--- config.mk ---
export PLATFORM = sky130hd
export DESIGN_NAME = mps_display_top
export DESIGN_NICKNAME = d
export VERILOG_FILES = /design/src/rtl/mps_display_pkg.sv /design/src/rtl/seg_scan_driver.sv /design/src/rtl/mps_display_top.sv
export SDC_FILE = /design/constraint.sdc
export NUM_CORES = 1
export LEC_CHECK = 0
export CAP_MARGIN = 20
export CORE_UTILIZATION = 40
export DETAILED_ROUTE_END_ITERATION = 6
export DONT_BUFFER_PORTS = 1
export GPL_TIMING_DRIVEN = 0
export PLACE_DENSITY_LB_ADDON = 0.15
export SYNTH_ARGS = -nofsm -noshare
export SYNTH_HDL_FRONTEND = slang
export SYNTH_HIERARCHICAL = 1
export SYNTH_SLANG_ARGS = --single-unit
--- constraint.sdc ---
create_clock -name CLK100_IN -period 2.7 [get_ports CLK100_IN]
set_input_delay 0.54 -clock CLK100_IN [delete_from_list [all_inputs] [get_ports CLK100_IN]]
set_output_delay 0.54 -clock CLK100_IN [all_outputs]
set_load 0.02 [all_outputs]
--- src/rtl/mps_display_pkg.sv ---
`default_nettype none
// ============================================================================
// Module      : mps_display_pkg
// Description : Shared constants, BCD digit type and 7-segment decode.
// Revision    : 1.0 - initial release
// ============================================================================
package mps_display_pkg;

    localparam int NUM_DIGITS = 4;

    localparam logic [7:0] SEG_BLANK = 8'hFF;
    localparam logic [7:0] SEG_DASH  = 8'hBF;

    // Active-low g..a in [6:0], DP (bit 7) held off.
    localparam logic [7:0] SEG_LUT [0:9] = '{
        8'hC0, 8'hF9, 8'hA4, 8'hB0, 8'h99,
        8'h92, 8'h82, 8'hF8, 8'h80, 8'h90
    };

    typedef logic [3:0] bcd_digit_t;

    function automatic logic [7:0] seg_decode(input bcd_digit_t d);
        logic [7:0] v_seg;
        if (d > 4'd9) begin
            v_seg = SEG_DASH;
        end else begin
            v_seg = SEG_LUT[d];
        end
        return v_seg;
    endfunction

endpackage
`default_nettype wire

--- src/rtl/seg_scan_driver.sv ---
`default_nettype none
// ============================================================================
// Module      : seg_scan_driver
// Description : Multiplexed 7-segment driver; anode and segment registers
//               update together from the current digit index.
// Revision    : 1.0 - initial release
// ============================================================================
module seg_scan_driver
    import mps_display_pkg::*;
(
    input  logic                      clk,
    input  logic                      rst,
    input  logic                      i_scan_tick,
    input  logic [4*NUM_DIGITS-1:0]   i_bcd_value,
    output logic [NUM_DIGITS-1:0]     o_seg_select,
    output logic [7:0]                o_hex
);

    localparam int IDX_W = $clog2(NUM_DIGITS);
    localparam logic [IDX_W-1:0] c_idx_last = IDX_W'(NUM_DIGITS - 1);
    localparam logic [NUM_DIGITS-1:0] c_one = NUM_DIGITS'(1);

    logic [IDX_W-1:0]      r_index;
    logic [NUM_DIGITS-1:0] r_seg_select;
    logic [7:0]            r_hex;
    bcd_digit_t            w_digit;

    assign w_digit = i_bcd_value[{r_index, 2'b00} +: 4];

    always_ff @(posedge clk) begin
        if (rst) begin
            r_index      <= '0;
            r_seg_select <= '1;
            r_hex        <= SEG_BLANK;
        end else begin
            if (i_scan_tick) begin
                r_index <= (r_index == c_idx_last) ? '0 : r_index + IDX_W'(1);
            end
            // Both registers derive from the same index so anode and segments never disagree.
            r_seg_select <= ~(c_one << r_index);
            r_hex        <= seg_decode(w_digit);
        end
    end

    assign o_seg_select = r_seg_select;
    assign o_hex        = r_hex;

endmodule
`default_nettype wire

--- src/rtl/mps_display_top.sv ---
`default_nettype none
// ============================================================================
// Module      : mps_display_top
// Description : Demo board top: lock indicator, 1 Hz heartbeat and a BCD
//               seconds count on a 4-digit multiplexed display.
// Revision    : 1.0 - initial release
// ============================================================================
module mps_display_top
    import mps_display_pkg::*;
#(
    parameter int CLK_FREQ_HZ  = 100_000_000,
    parameter int HEARTBEAT_HZ = 1,
    parameter int SCAN_HZ      = 1000,
    parameter int LOCK_CYCLES  = 1024
)
(
    input  logic                  CLK100_IN,
    input  logic                  HARD_RST,
    output logic [NUM_DIGITS-1:0] SEG_SELECT_OUT,
    output logic [7:0]            HEX_OUT,
    output logic                  LED15_LOCKED,
    output logic                  LED14_1HZ
);

    localparam int HALF     = CLK_FREQ_HZ / (2 * HEARTBEAT_HZ);
    localparam int SCAN_DIV = CLK_FREQ_HZ / SCAN_HZ;
    localparam int LOCK_W   = (LOCK_CYCLES > 1) ? $clog2(LOCK_CYCLES) : 1;
    localparam int HB_W     = (HALF > 1)        ? $clog2(HALF)        : 1;
    localparam int SCAN_W   = (SCAN_DIV > 1)    ? $clog2(SCAN_DIV)    : 1;

    localparam logic [LOCK_W-1:0] c_lock_last = LOCK_W'(LOCK_CYCLES - 1);
    localparam logic [HB_W-1:0]   c_hb_last   = HB_W'(HALF - 1);
    localparam logic [SCAN_W-1:0] c_scan_last = SCAN_W'(SCAN_DIV - 1);

    logic [LOCK_W-1:0] r_lock_cnt;
    logic              r_locked;
    logic [HB_W-1:0]   r_hb_cnt;
    logic              r_led14;
    logic [SCAN_W-1:0] r_scan_cnt;
    bcd_digit_t [NUM_DIGITS-1:0] r_bcd;
    bcd_digit_t [NUM_DIGITS-1:0] w_bcd_next;

    logic w_hold;
    logic w_hb_tick;
    logic w_sec_tick;
    logic w_scan_tick;

    // Everything downstream of the lock counter idles in reset until lock.
    assign w_hold      = HARD_RST | ~r_locked;
    assign w_hb_tick   = r_locked & (r_hb_cnt == c_hb_last);
    assign w_sec_tick  = w_hb_tick & ~r_led14;
    assign w_scan_tick = r_locked & (r_scan_cnt == c_scan_last);

    always_ff @(posedge CLK100_IN) begin
        if (HARD_RST) begin
            r_lock_cnt <= '0;
            r_locked   <= 1'b0;
        end else if (!r_locked) begin
            if (r_lock_cnt == c_lock_last) begin
                r_locked <= 1'b1;
            end else begin
                r_lock_cnt <= r_lock_cnt + LOCK_W'(1);
            end
        end
    end

    always_ff @(posedge CLK100_IN) begin
        if (w_hold) begin
            r_hb_cnt   <= '0;
            r_led14    <= 1'b0;
            r_scan_cnt <= '0;
            r_bcd      <= '0;
        end else begin
            if (w_hb_tick) begin
                r_hb_cnt <= '0;
                r_led14  <= ~r_led14;
            end else begin
                r_hb_cnt <= r_hb_cnt + HB_W'(1);
            end
            r_scan_cnt <= w_scan_tick ? '0 : r_scan_cnt + SCAN_W'(1);
            if (w_sec_tick) begin
                r_bcd <= w_bcd_next;
            end
        end
    end

    // Ripple-carry BCD increment; all-nines rolls over to zero.
    always_comb begin : p_bcd_inc
        logic v_carry;
        w_bcd_next = r_bcd;
        v_carry    = 1'b1;
        for (int i = 0; i < NUM_DIGITS; i++) begin
            if (v_carry) begin
                if (r_bcd[i] >= 4'd9) begin
                    w_bcd_next[i] = 4'd0;
                end else begin
                    w_bcd_next[i] = r_bcd[i] + 4'd1;
                    v_carry       = 1'b0;
                end
            end
        end
    end

    seg_scan_driver u_scan (
        .clk          (CLK100_IN),
        .rst          (w_hold),
        .i_scan_tick  (w_scan_tick),
        .i_bcd_value  (r_bcd),
        .o_seg_select (SEG_SELECT_OUT),
        .o_hex        (HEX_OUT)
    );

    assign LED15_LOCKED = r_locked;
    assign LED14_1HZ    = r_led14;

endmodule
`default_nettype wire

==> impl_results.md, run 1 <==
* P&R area growth vs syn at 9.08%
* Top cells by area, synth: dfxtp_1 (41%), ha_1 (7.3%), nor2_1 (7.1%)
* CP Max Fanout at 10
* Setup crit start kind: flop
* Antenna diode count at 0
* Worst Path Arrival at 2.76 ns
* Gr usage total at 15.7%
* Max Transition Viols Final at 0
* Syn Inst Count at 462
* CTS tree: done
* Synth top area share at 40.7%
* Share of layout cells above drive strength 1 at 6.90%
* CP max stage delay at 0.64 ns
* WL final at 7800 um
* Worst Path Required at 3.01 ns
* Clock skew at 0.0112 ns
* Post-CTS Hold Fix Bufs at 0
* Htree depth at 3
* Slew @ Worst Pin at 0.650 ns
* Setup tns final at 0 ns
* Cell taking the most area after synthesis: dfxtp_1
* Core Util, Final at 45.5%
* TritonCTS buffer count at 9
* Core area at 9910 um2
* Power Density at 478 nW/um2
* 1st-iter DRT viols at 43
* Register bit total from synthesis at 84
* Vias in the first global route at 3,005
* Placer congestion estimate at 0.747
* Final hold vios at 0
* Final setup margin at 0.251 ns
* Pleak at 0.00151 uW
* DP Worst Slack at -0.224 ns
* ANT nets after route at 0
* Worst Setup End Kind: flop
* RSZ-0062 raised after global routing: no
* Asr flop ratio synth at 0%
* Vias/cell at 5.06
* Mean post-synth cell area at 8.95 um2
* CTS clock-pin slew for the worst setup and hold paths at 0.08 ns
* Initial antenna violation count at 0
* CP Class: reg -> reg
* Final std cells w/o fill at 611
* Drc violations at 0
* Post-CTS setup buffer count at 0
* First-pass detailed-route iteration total at 4
* Placed insts at 595
* Final setup vio count at 0
* Status: completed
* Port bufs at 0
* Synthesis warning total at 6
* Post-synthesis sequential area ratio at 40.7%
* CP max stage cell: mux4_1
* Main flop type after synthesis: dfxtp_1
* # nets final at 499
* Worst hold path class: in -> reg
* Post-DP HPWL at 5580 um
* Rows at 36
* CTS max path bufs at 2
* Part of the cycle the worst path needs at 90.7%
* CTS root buf: clkbuf_8
* Die Height at 104 um
* EDFF count, synth at 0
* Overflow after GRT at 0
* Syn nets at 488
* Minimum clock period at 2.45 ns
* Relative slew slack at 56.4%
* Die X at 104 um
* Max Clk Rate at 408 MHz
* Largest net degree at the start of global routing at 15
* Clk_lat worst skew at 0.37 ns
* Synthesized area at 4130 um2
* Worst VDD drop at 0.000257 V
* MaxCap Viol Count at 0
* Clock Sinks at 84
* Vias post-DR at 3,091
* CP cell instances: buf_6 > mux4_1 > inv_1 > ha_1 > nor4b_1 > a211oi_1 > o221ai_1 > nand2b_1
* Routed len/inst at 12.8 um
* Ports at 16
* Initial Utilization at 41.7%
* Die area at 10,700 um2
* First-pass GRT wire length at 13,700 um
* Distinct cells, synth at 56
Yosys cell counts (2+ instances only):
library cell / count
nand2_1: 28
buf_8: 2
and4_1: 5
a21oi_1: 12
a31oi_1: 2
or2_2: 2
o21ai_0: 8
nand4b_1: 7
o211a_1: 2
mux2i_1: 5
inv_1: 18
nor4_1: 9
and3_1: 7
xor2_1: 23
mux4_1: 3
nor2_1: 78
or4_1: 6
nand3_1: 30
o211ai_1: 2
nand2b_1: 10
mux2_4: 2
nor4b_1: 2
or3_1: 2
o31ai_1: 2
ha_1: 24
clkbuf_1: 9
buf_2: 2
o21bai_1: 2
nor3_1: 9
dfxtp_1: 84
nand3b_1: 3
nand4_1: 10
nor3b_1: 3
xnor2_1: 24
and2_1: 2
nor2b_1: 3
sequential cells by signal, summed over array words and instances (netlist names):
register	flops
r_lock_cnt	10
u_scan/r_index	2
u_scan/o_hex	7
r_hb_cnt	26
LED14_1HZ	1
r_scan_cnt	17
u_scan/o_seg_select	4
LED15_LOCKED	1
r_bcd	16
final cells by class:
| type | instances | area [um2] |
|---|---|---|
| tap | 133 | 166 |
| multi-input combinational | 344 | 2300 |
| buffer | 15 | 93.8 |
| inverter | 19 | 71.3 |
| clock inverter | 4 | 48.8 |
| sequential | 84 | 1680 |
| fill | 1004 | 5400 |
| clock buffer | 12 | 145 |
metrics by stage:
step	cell area (um2)	total power (uW)	hold slack, ns
5_1_grt	4510	2250	0.210
4_1_cts	4500	2210	0.210
6_report	4510	2160	0.239
3_5_place_dp	4300	1290	0.453
3_3_place_gp	4300	1290	0.446
2_1_floorplan	4130	1280	0.429
cell usage in the layout, fill, tap and decap left out, drive strengths merged, types with 9 or more instances in the layout:
cell	count
dfxtp	84
nor2	78
nand3	30
nand2	29
xnor2	24
ha	24
xor2	23
clkbuf	21
inv	18
a21oi	12
nand4	10
nand2b	10
nor3	9
nor4	9
worst max-delay path: cells and delay by family, from the launching register on:
family | cells | cell delay, ns
AOI/OAI and AO/OA | 2 | 0.33
and+or+nand+nor | 2 | 0.41
buffers and inverters | 2 | 0.33
muxes | 1 | 0.64
adders and majority gates | 1 | 0.24
DFF | 1 | 0.46
cell families (layout without fill, tap and decap cells):
group                    Yosys count  in the layout  synth area share (%)
flip-flops                        84             84                  40.7
XOR/XNOR                          47             47                  9.96
buffers and inverters             34             50                  3.96
other                              1              1                0.0907
AO/OA/AOI/OAI                     38             38                  5.84
multiplexers                      11             11                  4.12
adder cells (fa/ha/maj)           24             24                  7.26
AND/OR/NAND/NOR                  223            223                  28.1
what timing repair did:
| item | in CTS | in global routing |
|---|---|---|
| endpoints found under the setup margin | 10 | 12 |
| hold endpoints to repair | 0 | 0 |
| gates resized for setup | 2 | 3 |
per-layer routing:
layer | vias up | wire length, um | global-route usage (%)
li1 | 1620 | - | -
met1 | 1428 | 3670 | 18.5
met2 | 33 | 3750 | 26.3
met3 | 10 | 287 | 5.92
met4 | 0 | 97 | 5.41
met5 | - | 0 | 0
report_power, final:
| group | switching, uW | internal [uW] | total (uW) |
|---|---|---|---|
| clock | 446 | 452 | 898 |
| combinational | 7.20 | 5.77 | 13.0 |
| sequential | 3.20 | 1240 | 1240 |
| total | 456 | 1700 | 2160 |
worst paths after layout:
check / from / endpoint / slack (ns) / cells past startpoint
worst max-delay path: u_scan/r_index[0] / u_scan/o_hex[0] / 0.25 / 8
worst min-delay path: HARD_RST / r_lock_cnt[5] / 0.24 / 1
worst max register to register: u_scan/r_index[0] / u_scan/o_hex[0] / 0.25 / 8
worst min register to register: r_hb_cnt[0] / r_hb_cnt[0] / 0.46 / 1
(Power assumes the default switching activity.)
==> run 2, diff against run 1 <==
--- a/config.mk
+++ b/config.mk
@@ -7,6 +7,7 @@
 export LEC_CHECK = 0
 export CAP_MARGIN = 20
 export CORE_UTILIZATION = 40
+export CTS_CLUSTER_SIZE = 16
 export DETAILED_ROUTE_END_ITERATION = 6
 export DONT_BUFFER_PORTS = 1
 export GPL_TIMING_DRIVEN = 0
==> results of run 2 <==
Same layout as run 1: the final DEF is identical, and so are final timing and power.
==> run 3, diff against run 2 <==
--- a/config.mk
+++ b/config.mk
@@ -6,11 +6,14 @@
 export NUM_CORES = 1
 export LEC_CHECK = 0
 export CAP_MARGIN = 20
+export CELL_PAD_IN_SITES_DETAIL_PLACEMENT = 1
+export CELL_PAD_IN_SITES_GLOBAL_PLACEMENT = 2
 export CORE_UTILIZATION = 40
 export CTS_CLUSTER_SIZE = 16
 export DETAILED_ROUTE_END_ITERATION = 6
 export DONT_BUFFER_PORTS = 1
 export GPL_TIMING_DRIVEN = 0
+export MAX_ROUTING_LAYER = met4
 export PLACE_DENSITY_LB_ADDON = 0.15
 export SYNTH_ARGS = -nofsm -noshare
 export SYNTH_HDL_FRONTEND = slang
==> impl_results.md, run 3 (synthesis gave the netlist of run 1 again) <==
* Die area at 10,700 um2
* WL final at 8920 um
* Slew @ Worst Pin at 0.640 ns
* Routed len/inst at 14.6 um
* TritonCTS buffer count at 9
* Vias in the first global route at 3,290
* Core Util, Final at 45.4%
* Htree depth at 3
* Antenna diode count at 0
* Clock skew at 0.00865 ns
* Crit path top cell by count: or4_1
* Setup crit start: r_hb_cnt[11]
* # nets final at 499
* Reg2reg start: r_hb_cnt[11]
* Gr usage total at 18.5%
* Setup crit start kind: flop
* R2R setup slack at 0.25 ns
* Worst reg-to-reg path cell count at 6
* Clock Sinks at 84
* Reg-to-Reg End: r_hb_cnt[16]
* Placer congestion estimate at 0.733
* Fillers at 1,193
* Core area at 9910 um2
* Relative slew slack at 57.0%
* Largest registers: r_hb_cnt: 26 flops, r_scan_cnt: 17 flops, r_bcd: 16 flops
* Max reg flops at 26
* Largest net degree at the start of global routing at 16
* Most common cell after layout, fill and taps aside: dfxtp_1
* MaxCap Viol Count at 0
* Ports at 16
* Met2 WL post-DR at 4290 um
* Clk_lat worst skew at 0.36 ns
* CTS tree: done
* Met1 Wirelength at 4300 um
* Worst VDD drop at 0.000205 V
* Largest Register: r_hb_cnt
* CTS root buf: clkbuf_8
* Die Height at 104 um
* Minimum clock period at 2.45 ns
* RSZ-0062 raised after global routing: no
* Post-CTS Hold Fix Bufs at 0
* ANT nets after route at 0
* First-pass GRT wire length at 15,700 um
* Crit path to: r_hb_cnt[16]
* Power Density at 467 nW/um2
* Post-DP HPWL at 6530 um
* CTS max path bufs at 2
* 1st-iter DRT viols at 71
* Max Clk Rate at 408 MHz
* Final setup vio count at 0
* Share of layout cells above drive strength 1 at 7.53%
* Placed instance area at 4300 um2
* Uppermost routed layer: met4
* Part of the cycle the worst path needs at 90.8%
* Drc violations at 0
* Status: completed
* Worst Path Arrival at 2.71 ns
* CTS clock-pin slew for the worst setup and hold paths at 0.09 ns
* CP max stage delay at 0.59 ns
* Initial Utilization at 41.7%
* First-pass detailed-route iteration total at 4
* CP max stage cell: or4_4
* Final std cells w/o fill at 611
* Placed insts at 595
* Initial antenna violation count at 0
* Pleak at 0.00150 uW
* Overflow after GRT at 0
* CP Class: reg -> reg
* Final instance area at 4500 um2
* Vias post-DR at 3,201
* Worst Setup End Kind: flop
* P&R area growth vs syn at 8.84%
* Total Power at 2100 uW
* Final hold vios at 0
* Max Transition Viols Final at 0
* CP cell instances: or4_1 > or4_1 > or4_4 > nand2_4 > buf_8 > nor2_1
* Commonest cells after routing, fill and taps aside: dfxtp_1 (82), nor2_1 (78), nand3_1 (30)
* Vias/cell at 5.24
* Rows at 36
* Met3 wire len at 183 um
* Worst hold path class: in -> reg
* Fin Hold WS at 0.232 ns
* CP Max Fanout at 10
* Port bufs at 0
* Worst Path Required at 2.96 ns
* Die X at 104 um
-- run 3: cell types whose count changed in the layout (fill, tap and decap cells not counted), sizes merged --
cell	delta
clkinvlp	+3
clkinv	-2
inv	+2
clkbuf	-2
bufinv	-1
-- run 3: power by group --
part	internal, uW	switching (uW)	total, uW
logic	5.77	7.33	13.1
clock network	364	482	845
registers	1240	3.34	1240
-- run 3: layout make-up --
class	count	area (um2)	share of cell area (%)
flip-flops and latches	84	1680	37.4
multi-input cells	344	2300	51.1
plain buffers	15	93.8	2.09
clock buffers	10	138	3.06
clock inverters	6	45.0	1.00
inverters	19	71.3	1.59
well taps	133	166	3.70
-- run 3: layer usage --
layer | up-vias | track usage, %
li1 | 1618 | -
met1 | 1544 | 21.8
met2 | 28 | 31.0
met3 | 11 | 3.84
met4 | 0 | 7.45
met5 | - | -
-- run 3: stage by stage --
step | worst slack [ns] | setup TNS [ns]
CTS | 0.100 | 0
floorplan | 0.352 | 0
detailed placement | -0.200 | -1.85
global placement | -0.196 | -1.89
global route | 0.0481 | 0
finish | 0.250 | 0
-- run 3: what timing repair did --
item                                    4_1_cts  5_1_grt
resized for setup                             2        3
setup buffers                                 0        0
gates cloned                                  0        0
endpoints found under the setup margin       10       12
-- run 3: critical path, delay by kind of cell, from the launching register on --
| family | cells | cell delay [ns] |
|---|---|---|
| buffers and inverters | 1 | 0.15 |
| flip-flops | 1 | 0.37 |
| AND/OR/NAND/NOR | 5 | 1.83 |
-- run 3: how the worst min path moves through the flow --
stage                             start  cells past startpoint       endpoint  slack, ns
after floorplan             r_hb_cnt[0]                      1    r_hb_cnt[0]       0.43
after global placement    r_scan_cnt[0]                      1  r_scan_cnt[0]       0.44
after detailed placement    r_hb_cnt[0]                      1    r_hb_cnt[0]       0.45
after CTS                      HARD_RST                      1  r_lock_cnt[5]       0.21
after global routing           HARD_RST                      1  r_lock_cnt[5]       0.21
final                          HARD_RST                      1  r_lock_cnt[5]       0.23
